### src/rtl/mem_bus_port_if.sv
// Bus/memory signal bundle for the MAR/MDR memory port.
// The slave modport is the port itself; master is the control unit plus memory side.
interface mem_bus_port_if;
   logic [15:0] bus_in;
   logic        LD_MAR;
   logic        LD_MDR;
   logic        rd_start;
   logic        wr_start;
   logic [15:0] mem_rdata;
   logic        mem_ready;
   logic [15:0] MAR_out;
   logic [15:0] MDR_out;
   logic [15:0] mem_addr;
   logic [15:0] mem_wdata;
   logic        mem_req;
   logic        mem_we;
   logic        busy;
   logic        done;
   logic        err;

   modport slave (
      input  bus_in, LD_MAR, LD_MDR, rd_start, wr_start, mem_rdata, mem_ready,
      output MAR_out, MDR_out, mem_addr, mem_wdata, mem_req, mem_we, busy, done, err
   );

   modport master (
      output bus_in, LD_MAR, LD_MDR, rd_start, wr_start, mem_rdata, mem_ready,
      input  MAR_out, MDR_out, mem_addr, mem_wdata, mem_req, mem_we, busy, done, err
   );
endinterface

### src/rtl/mem_bus_port.sv
// Memory port at the consumer end of the internal bus: holds MAR/MDR and runs
// single-word read/write transactions with a ready handshake and bounded wait.
module mem_bus_port #(
   parameter int WAIT_LIMIT = 8
) (
   input  logic            Clk,
   input  logic            Reset,
   mem_bus_port_if.slave   bus
);

   typedef enum logic [1:0] {IDLE, READ, WRITE} state_t;

   localparam logic [7:0] LAST_WAIT = 8'(WAIT_LIMIT - 1);

   state_t      state_q, state_d;
   logic [15:0] mar_q, mar_d;
   logic [15:0] mdr_q, mdr_d;
   logic [7:0]  cnt_q, cnt_d;
   logic        done_q, done_d;
   logic        err_q, err_d;

   always_ff @(posedge Clk) begin
      if (Reset) begin
         state_q <= IDLE;
         mar_q   <= '0;
         mdr_q   <= '0;
         cnt_q   <= '0;
         done_q  <= 1'b0;
         err_q   <= 1'b0;
      end else begin
         state_q <= state_d;
         mar_q   <= mar_d;
         mdr_q   <= mdr_d;
         cnt_q   <= cnt_d;
         done_q  <= done_d;
         err_q   <= err_d;
      end
   end

   // Loads are applied in the same cycle as a start, so the new transaction
   // sees the freshly loaded MAR/MDR; a simultaneous read beats a write.
   always_comb begin
      state_d = state_q;
      mar_d   = mar_q;
      mdr_d   = mdr_q;
      cnt_d   = cnt_q;
      done_d  = 1'b0;
      err_d   = 1'b0;
      unique case (state_q)
         IDLE: begin
            if (bus.LD_MAR) mar_d = bus.bus_in;
            if (bus.LD_MDR) mdr_d = bus.bus_in;
            if (bus.rd_start) begin
               state_d = READ;
               cnt_d   = '0;
            end else if (bus.wr_start) begin
               state_d = WRITE;
               cnt_d   = '0;
            end
         end
         READ, WRITE: begin
            if (bus.mem_ready) begin
               if (state_q == READ) mdr_d = bus.mem_rdata;
               state_d = IDLE;
               done_d  = 1'b1;
            end else if (cnt_q == LAST_WAIT) begin
               state_d = IDLE;
               err_d   = 1'b1;
            end else begin
               cnt_d = cnt_q + 8'd1;
            end
         end
         default: state_d = IDLE;
      endcase
   end

   always_comb begin
      bus.MAR_out   = mar_q;
      bus.MDR_out   = mdr_q;
      bus.mem_addr  = mar_q;
      bus.mem_wdata = mdr_q;
      bus.mem_req   = (state_q != IDLE);
      bus.mem_we    = (state_q == WRITE);
      bus.busy      = (state_q != IDLE);
      bus.done      = done_q;
      bus.err       = err_q;
   end

endmodule
### src/flat_wrapper.sv
// flat-port wrapper written by rule: the top's interface ports become plain ports
module mem_bus_port_flat 
#(
   parameter int WAIT_LIMIT = 8
)
  (Clk, Reset, bus_bus_in, bus_LD_MAR, bus_LD_MDR, bus_rd_start, bus_wr_start, bus_mem_rdata, bus_mem_ready, bus_MAR_out, bus_MDR_out, bus_mem_addr, bus_mem_wdata, bus_mem_req, bus_mem_we, bus_busy, bus_done, bus_err);
  mem_bus_port_if bus_i ();
  input  logic Clk;
  input  logic Reset;
  input wire logic [$bits(bus_i.bus_in)-1:0] bus_bus_in;
  input wire logic [$bits(bus_i.LD_MAR)-1:0] bus_LD_MAR;
  input wire logic [$bits(bus_i.LD_MDR)-1:0] bus_LD_MDR;
  input wire logic [$bits(bus_i.rd_start)-1:0] bus_rd_start;
  input wire logic [$bits(bus_i.wr_start)-1:0] bus_wr_start;
  input wire logic [$bits(bus_i.mem_rdata)-1:0] bus_mem_rdata;
  input wire logic [$bits(bus_i.mem_ready)-1:0] bus_mem_ready;
  output wire logic [$bits(bus_i.MAR_out)-1:0] bus_MAR_out;
  output wire logic [$bits(bus_i.MDR_out)-1:0] bus_MDR_out;
  output wire logic [$bits(bus_i.mem_addr)-1:0] bus_mem_addr;
  output wire logic [$bits(bus_i.mem_wdata)-1:0] bus_mem_wdata;
  output wire logic [$bits(bus_i.mem_req)-1:0] bus_mem_req;
  output wire logic [$bits(bus_i.mem_we)-1:0] bus_mem_we;
  output wire logic [$bits(bus_i.busy)-1:0] bus_busy;
  output wire logic [$bits(bus_i.done)-1:0] bus_done;
  output wire logic [$bits(bus_i.err)-1:0] bus_err;
  assign bus_i.bus_in = bus_bus_in;
  assign bus_i.LD_MAR = bus_LD_MAR;
  assign bus_i.LD_MDR = bus_LD_MDR;
  assign bus_i.rd_start = bus_rd_start;
  assign bus_i.wr_start = bus_wr_start;
  assign bus_i.mem_rdata = bus_mem_rdata;
  assign bus_i.mem_ready = bus_mem_ready;
  assign bus_MAR_out = bus_i.MAR_out;
  assign bus_MDR_out = bus_i.MDR_out;
  assign bus_mem_addr = bus_i.mem_addr;
  assign bus_mem_wdata = bus_i.mem_wdata;
  assign bus_mem_req = bus_i.mem_req;
  assign bus_mem_we = bus_i.mem_we;
  assign bus_busy = bus_i.busy;
  assign bus_done = bus_i.done;
  assign bus_err = bus_i.err;
  mem_bus_port #(.WAIT_LIMIT(WAIT_LIMIT)) u_core (.Clk(Clk), .Reset(Reset), .bus(bus_i));
endmodule
### config.mk
export PLATFORM = sky130hd
export DESIGN_NAME = mem_bus_port_flat
export DESIGN_NICKNAME = d
export VERILOG_FILES = /design/src/rtl/mem_bus_port_if.sv /design/src/rtl/mem_bus_port.sv /design/src/flat_wrapper.sv
export SDC_FILE = /design/constraint.sdc
export NUM_CORES = 1
export LEC_CHECK = 0
export ABC_AREA = 1
export CAP_MARGIN = 20
export CORE_MARGIN = 2
export CORE_UTILIZATION = 30
export CTS_BUF_LIST = sky130_fd_sc_hd__clkbuf_4
export CTS_CLUSTER_DIAMETER = 60
export DETAILED_ROUTE_END_ITERATION = 8
export PLACE_DENSITY = 0.69
export RECOVER_POWER = 50
export SLEW_MARGIN = 20
export SYNTH_ARGS = -nofsm -noshare
export SYNTH_HDL_FRONTEND = slang
export SYNTH_SLANG_ARGS = --single-unit
### constraint.sdc
create_clock -name Clk -period 2.4 [get_ports Clk]
set_input_delay 0.48 -clock Clk [delete_from_list [all_inputs] [get_ports Clk]]
set_output_delay 0.48 -clock Clk [all_outputs]
set_load 0.02 [all_outputs]
# Word-level counts from Yosys, hierarchy flattened
# Cells that the tools add are included.
[totals] register_bits=44 latch_bits=0 ram_bits=0 mem_bits_ro=0 input_bits=39 out_inout_bits=69 wordCells=44 n_memories=0
[classes] add_sub_neg=1 multipliers=0 div_mod_pow=0 order_cmp=0 eq_ne=10 shifts=0 mux=16 bitwise_logic=1 reduce_logical=10
[ops] cell="2-to-1 mux 16 bit" n=3
[ops] cell="2-to-1 mux 8 bit" n=4
[ops] cell="case mux 16 bit (2 select lines)" n=1
[ops] cell="case mux 8 bit (2 select lines)" n=1
[ops] cell="adder 8 x 1 -> 8 bit, second input constant" n=1
[ops] cell="equality test 8 x 3 -> 1 bit, second input constant" n=1
[ops] cell="2-to-1 mux 2 bit" n=4
[ops] cell="inequality test 2 bit, second input constant" n=4
[ops] cell="AND reduction 4 bit" n=2
[ops] cell="case mux 2 bit (2 select lines)" n=1
[ops] cell="AND reduction 2 bit" n=2
[ops] cell="nonzero test 2 bit" n=2
[ops] cell="OR reduction 2 bit" n=2
[ops] cell="inequality test 3 x 2 -> 1 bit, second input constant" n=1
[ops] cell="inequality test 3 bit, second input constant" n=1
[ops] cell="OR reduction 3 bit" n=1
[ops] cell="equality test 2 x 1 -> 1 bit, second input constant" n=1
[ops] cell="equality test 2 bit, second input constant" n=1
[ops] cell="logical NOT 2 bit" n=1
[ops] cell="2-to-1 mux 1 bit" n=2
[ops] cell="inequality test 2 x 1 -> 1 bit, second input constant" n=1
[ops] cell="NOT 1 bit" n=1

# Longest topological paths before layout
[logic_depth] ltp_word=4 mapped_depth=11 ltp_nobuf=10

# Worst setup path before layout
# Ideal clock, no wire load.
[synth_path] kind="reg2reg" from="reg u_core.state_q[0]" to="reg u_core.mdr_q[10], in the netlist u_core.bus.MDR_out[10]" setup_time_ps=64 arrival_ps=1458 t_required_ps=2336 setup_slack_ps=878 stages_incl_launch_ff=12 path_buffers=2 period_less_slack_ps=1522 cell_sequence="dfxtp_1 -> inv_1 -> ha_1 -> buf_6 -> inv_8 -> nor2_2 -> nor2_4 -> nand3_4 -> inv_4 -> buf_12 -> nor2_2 -> nor2_1"
[synth_via] elab_chain_len=4 word_cells_on_any_way=10 cone_classes="eq/ne: 5; mux: 1; reduce/logical: 4"
[synth_rtl] element="start: declaration" line="mem_bus_port.sv:15" source="state_t state_q, state_d;"
[synth_rtl] element="start signal: assignment" line="mem_bus_port.sv:31" source="state_q <= state_d;"
[synth_rtl] element="equality test 2 bit or equality test 2 x 1 -> 1 bit (tied branches)" line="mem_bus_port.sv:49, mem_bus_port.sv:63"
[synth_rtl] element="OR reduction 2 bit" line="mem_bus_port.sv:49" source="unique case (state_q)"
[synth_rtl] element="inequality test 2 x 1 -> 1 bit (no source line), or another cell as far along"
[synth_rtl] element="AND reduction 4 bit (no source line)"
[synth_rtl] element="end signal: assignment" line="mem_bus_port.sv:33" source="mdr_q <= mdr_d;"
[synth_rtl] element="end: declaration" line="mem_bus_port.sv:17" source="logic [15:0] mdr_q, mdr_d;"
# Several ways; a longest one is shown, not always the timed one.
# A chain may end at the register's enable or synchronous reset.

# Final worst setup path
[layout_path] from="reg u_core.state_q[0]" to="out bus_mem_req"
[layout_via] elab_chain_len=1
[layout_rtl] element="nonzero test 2 bit" line="mem_bus_port.sv:82" source="bus.mem_req = (state_q != IDLE);"
[layout_rtl] element="end: declaration" line="flat_wrapper.sv:21" source="output wire logic [$bits(bus_i.mem_req)-1:0] bus_mem_req;"
# No other way between the ends.

==> impl_metrics.csv <==
group,metric,value,unit
timing,worst_slack,138.8,ps
pwr,clkPwrFrac,13.5,%
setup_path,end_kind,"output pin",
floorplan,start_util,30.78,%
grt,overflow,0,
synth,synthTopCellsByArea,"dfxtp_1, buf_4, nand2_1",
synth,synth_edf_count,0,
setup_path,regToRegSetupSlack,280,ps
routing,detail_route.first_pass.iterations,4,
grt,grt_pass1_vias,2009,
setup_path,required,1920,ps
routing,vias,2199,
grt,antenna_found_initial,0,
final_layout,drive_gt1_share,7.444,%
synth,async_flop_share,0,%
final_layout,area_growth,39.40,%
place,portBuffers,107,
synth,syn_area,2366,µm²
pwr,switching_share,41.51,%
synth,yosysSeqAreaShare,37.23,%
timing,slew_headroom,60.20,%
synth,synth_top_cell_area_share,37.23,%
cts,ctsResizeCount,0,
setup_path,r2r-end,"u_core.cnt_q[7]",
routing,drc,0,
floorplan,rows,32,
min_path,min_to,"u_core.state_q[0]",
timing,tightest_slew,594.8,ps
timing,setup_tns,0,ps
place,hpwl,4.934,mm
synth,yosys.area.top_type,"dfxtp_1",
pwr,power,2599,µW
cts,cts.sinks,44,
routing,wirelength,6.164,mm
outcome,outcome,"finished, final reports clean",
place,pre_cts_ws,548.1,ps
setup_path,path_max_fanout,5,
synth,synth_common_cells,"nand2_1, nor2_1, dfxtp_1",
timing,period_needed,2261,ps
cts,cts_setup_buffers,0,
pwr,internal_power,1520,µW
final_layout,diodes,0,
timing,hold_violations,0,
timing,max_freq,442.2,MHz
synth,syn_inst,331,
synth,ys.flop_type,"dfxtp_1",
pwr,p_leak,0.001412,µW
synth,syn_avg_cell_area,7.148,µm²
grt,grt_pass1_wl,9.811,mm
cts,cts_buffers,5,
flow_run,maxCapViolCount,0,
setup_path,reg2regPathDepth,10,
synth,synth_nets,374,
cts,clock_tree.root_cell,"clkbuf_4",
floorplan,dieArea,8613,µm²
place,routabilityCongestion,0.8375,
synth,synth.most_common_cell,"nand2_1",
cts,htreeDepth,2,
synth,synth.distinct_cells,28,
floorplan,dieWidth,92.81,µm
routing,drt-vias-per-instance,4.354,
timing,final-setup-viol-count,0,
timing,clock_skew,3.752,ps
final_layout,fillers,799,
pwr,power.net_switching,1079,µW
routing,route.detailed.wl_per_inst,12.21,µm
timing,maxSlewViolCount,0,
timing,finalCritPeriodShare,94.22,%
min_path,holdPathStages,2,
min_path,hold_path.class,"reg2reg",
cts,clkTransAtPathRegs,120,ps
synth,ys_warn_count,0,
routing,antenna_left,0,
setup_path,cp-start-kind,"register",
setup_path,arrival,1780,ps
cts,cts_tree,"yes",
pwr,ir_drop,0.2285,mV
cts,clock_path_buffers,2,
cts,ctsHoldBuffers,0,
final_layout,nets,446,
floorplan,die_h,92.81,µm
timing,rsz0062_at_grt,"false",
min_path,hold_start,"u_core.state_q[0]",
setup_path,critPathKind,"reg2out",
cts,clock_latency,360,ps
grt,grt_usage,14.31,%
setup_path,reg2reg_from,"u_core.state_q[1]",
pwr,powerDensity,788.1,nW/µm²
synth,ys_seq_elements,44,
floorplan,ios,108,
floorplan,coreArea,7687,µm²
pwr,combPwrFrac,50.0,%
routing,drt-initial-drc-count,115,
pwr,sequentialPowerShare,36.5,%
grt,grt_max_degree,30,
-- cell families after synthesis --
kind of cell               synth area share, %
buffers and inverters                    19.41
AOI/OAI and AO/OA                        14.60
and+or+nand+nor                          26.65
adders and majority gates                2.115
DFF                                      37.23
-- flip-flops by register name, indices dropped and copies added, names as in the netlist --
name	count
u_core.bus.MAR_out	16
u_core.bus.MDR_out	16
u_core.cnt_q	8
u_core.state_q	2
u_core.bus.done	1
u_core.bus.err	1
-- cell usage in the layout (no fill, tap or decap), types with 2 or more instances in the layout --
master | netlist | routed
a21oi_1 | 21 | 21
nand2_1 | 55 | 56
o21ai_0 | 38 | 38
buf_4 | 33 | 3
o21ai_1 | 10 | 10
ha_1 | 4 | 4
nand2_4 | 3 | 2
dfxtp_1 | 44 | 44
clkbuf_4 | 0 | 5
inv_1 | 27 | 28
dlygate4sd3_1 | 0 | 30
clkdlybuf4s50_1 | 0 | 77
nand3_1 | 7 | 7
nor2_2 | 11 | 10
nor2_1 | 53 | 55
-- power groups by stage --
| stage | Combinational (µW) | Clock, µW | Sequential, µW |
|---|---|---|---|
| final | 1300 | 351 | 948 |
| after global routing | 1410 | 390 | 970 |
| after CTS | 1380 | 366 | 957 |
| after detailed placement | 1370 | 0 | 974 |
| after global placement | 1350 | 0 | 971 |
| after floorplan | 831 | 0 | 1090 |
-- layout make-up --
class	count	area, µm²	area share, %
Timing Repair Buffer	111	1114	33.76
Multi-Input combinational cell	210	999.7	30.31
Sequential cell	44	880.8	26.71
Tap cell	102	127.6	3.869
Inverter	31	126.4	3.832
Clock buffer	5	37.54	1.138
Clock inverter	2	12.51	0.3794
-- stage by stage --
step	hold WS [ps]	cells	instance area (µm²)	utilization [%]
floorplan	439.1	331	2366	-
global placement	450.1	498	3274	42.59
detailed placement	461.5	498	3274	42.59
CTS	479.6	505	3324	43.25
global route	499.3	505	3298	42.90
finish	478.6	505	3298	42.90
-- worst max path at each step --
stage,slack (ps),from,endpoint,cells past startpoint
2_1_floorplan,880,u_core.state_q[0],u_core.bus.MDR_out[10],11
3_3_place_gp,590,u_core.state_q[0],bus_busy,4
5_1_grt,40,u_core.state_q[1],bus_mem_req,4
4_1_cts,120,u_core.state_q[0],bus_mem_req,4
3_5_place_dp,550,bus_mem_ready,u_core.bus.MDR_out[3],7
6_report,140,u_core.state_q[0],bus_mem_req,4
-- metal layers --
layer	vias to the layer above	wire [µm]	GRT usage (%)
met5	-	0	0
met4	0	171	6.863
met3	15	275	2.278
met2	58	3009	23.25
met1	973	2708	18.47
li1	1153	-	-
-- worst max-delay path, stage by stage, from the launching register on --
cell	delay (ps)
dfxtp_1	350
inv_1	80
ha_1	250
inv_2	120
clkdlybuf4s50_1	610
Note: power is estimated with default switching activity, not from simulation.
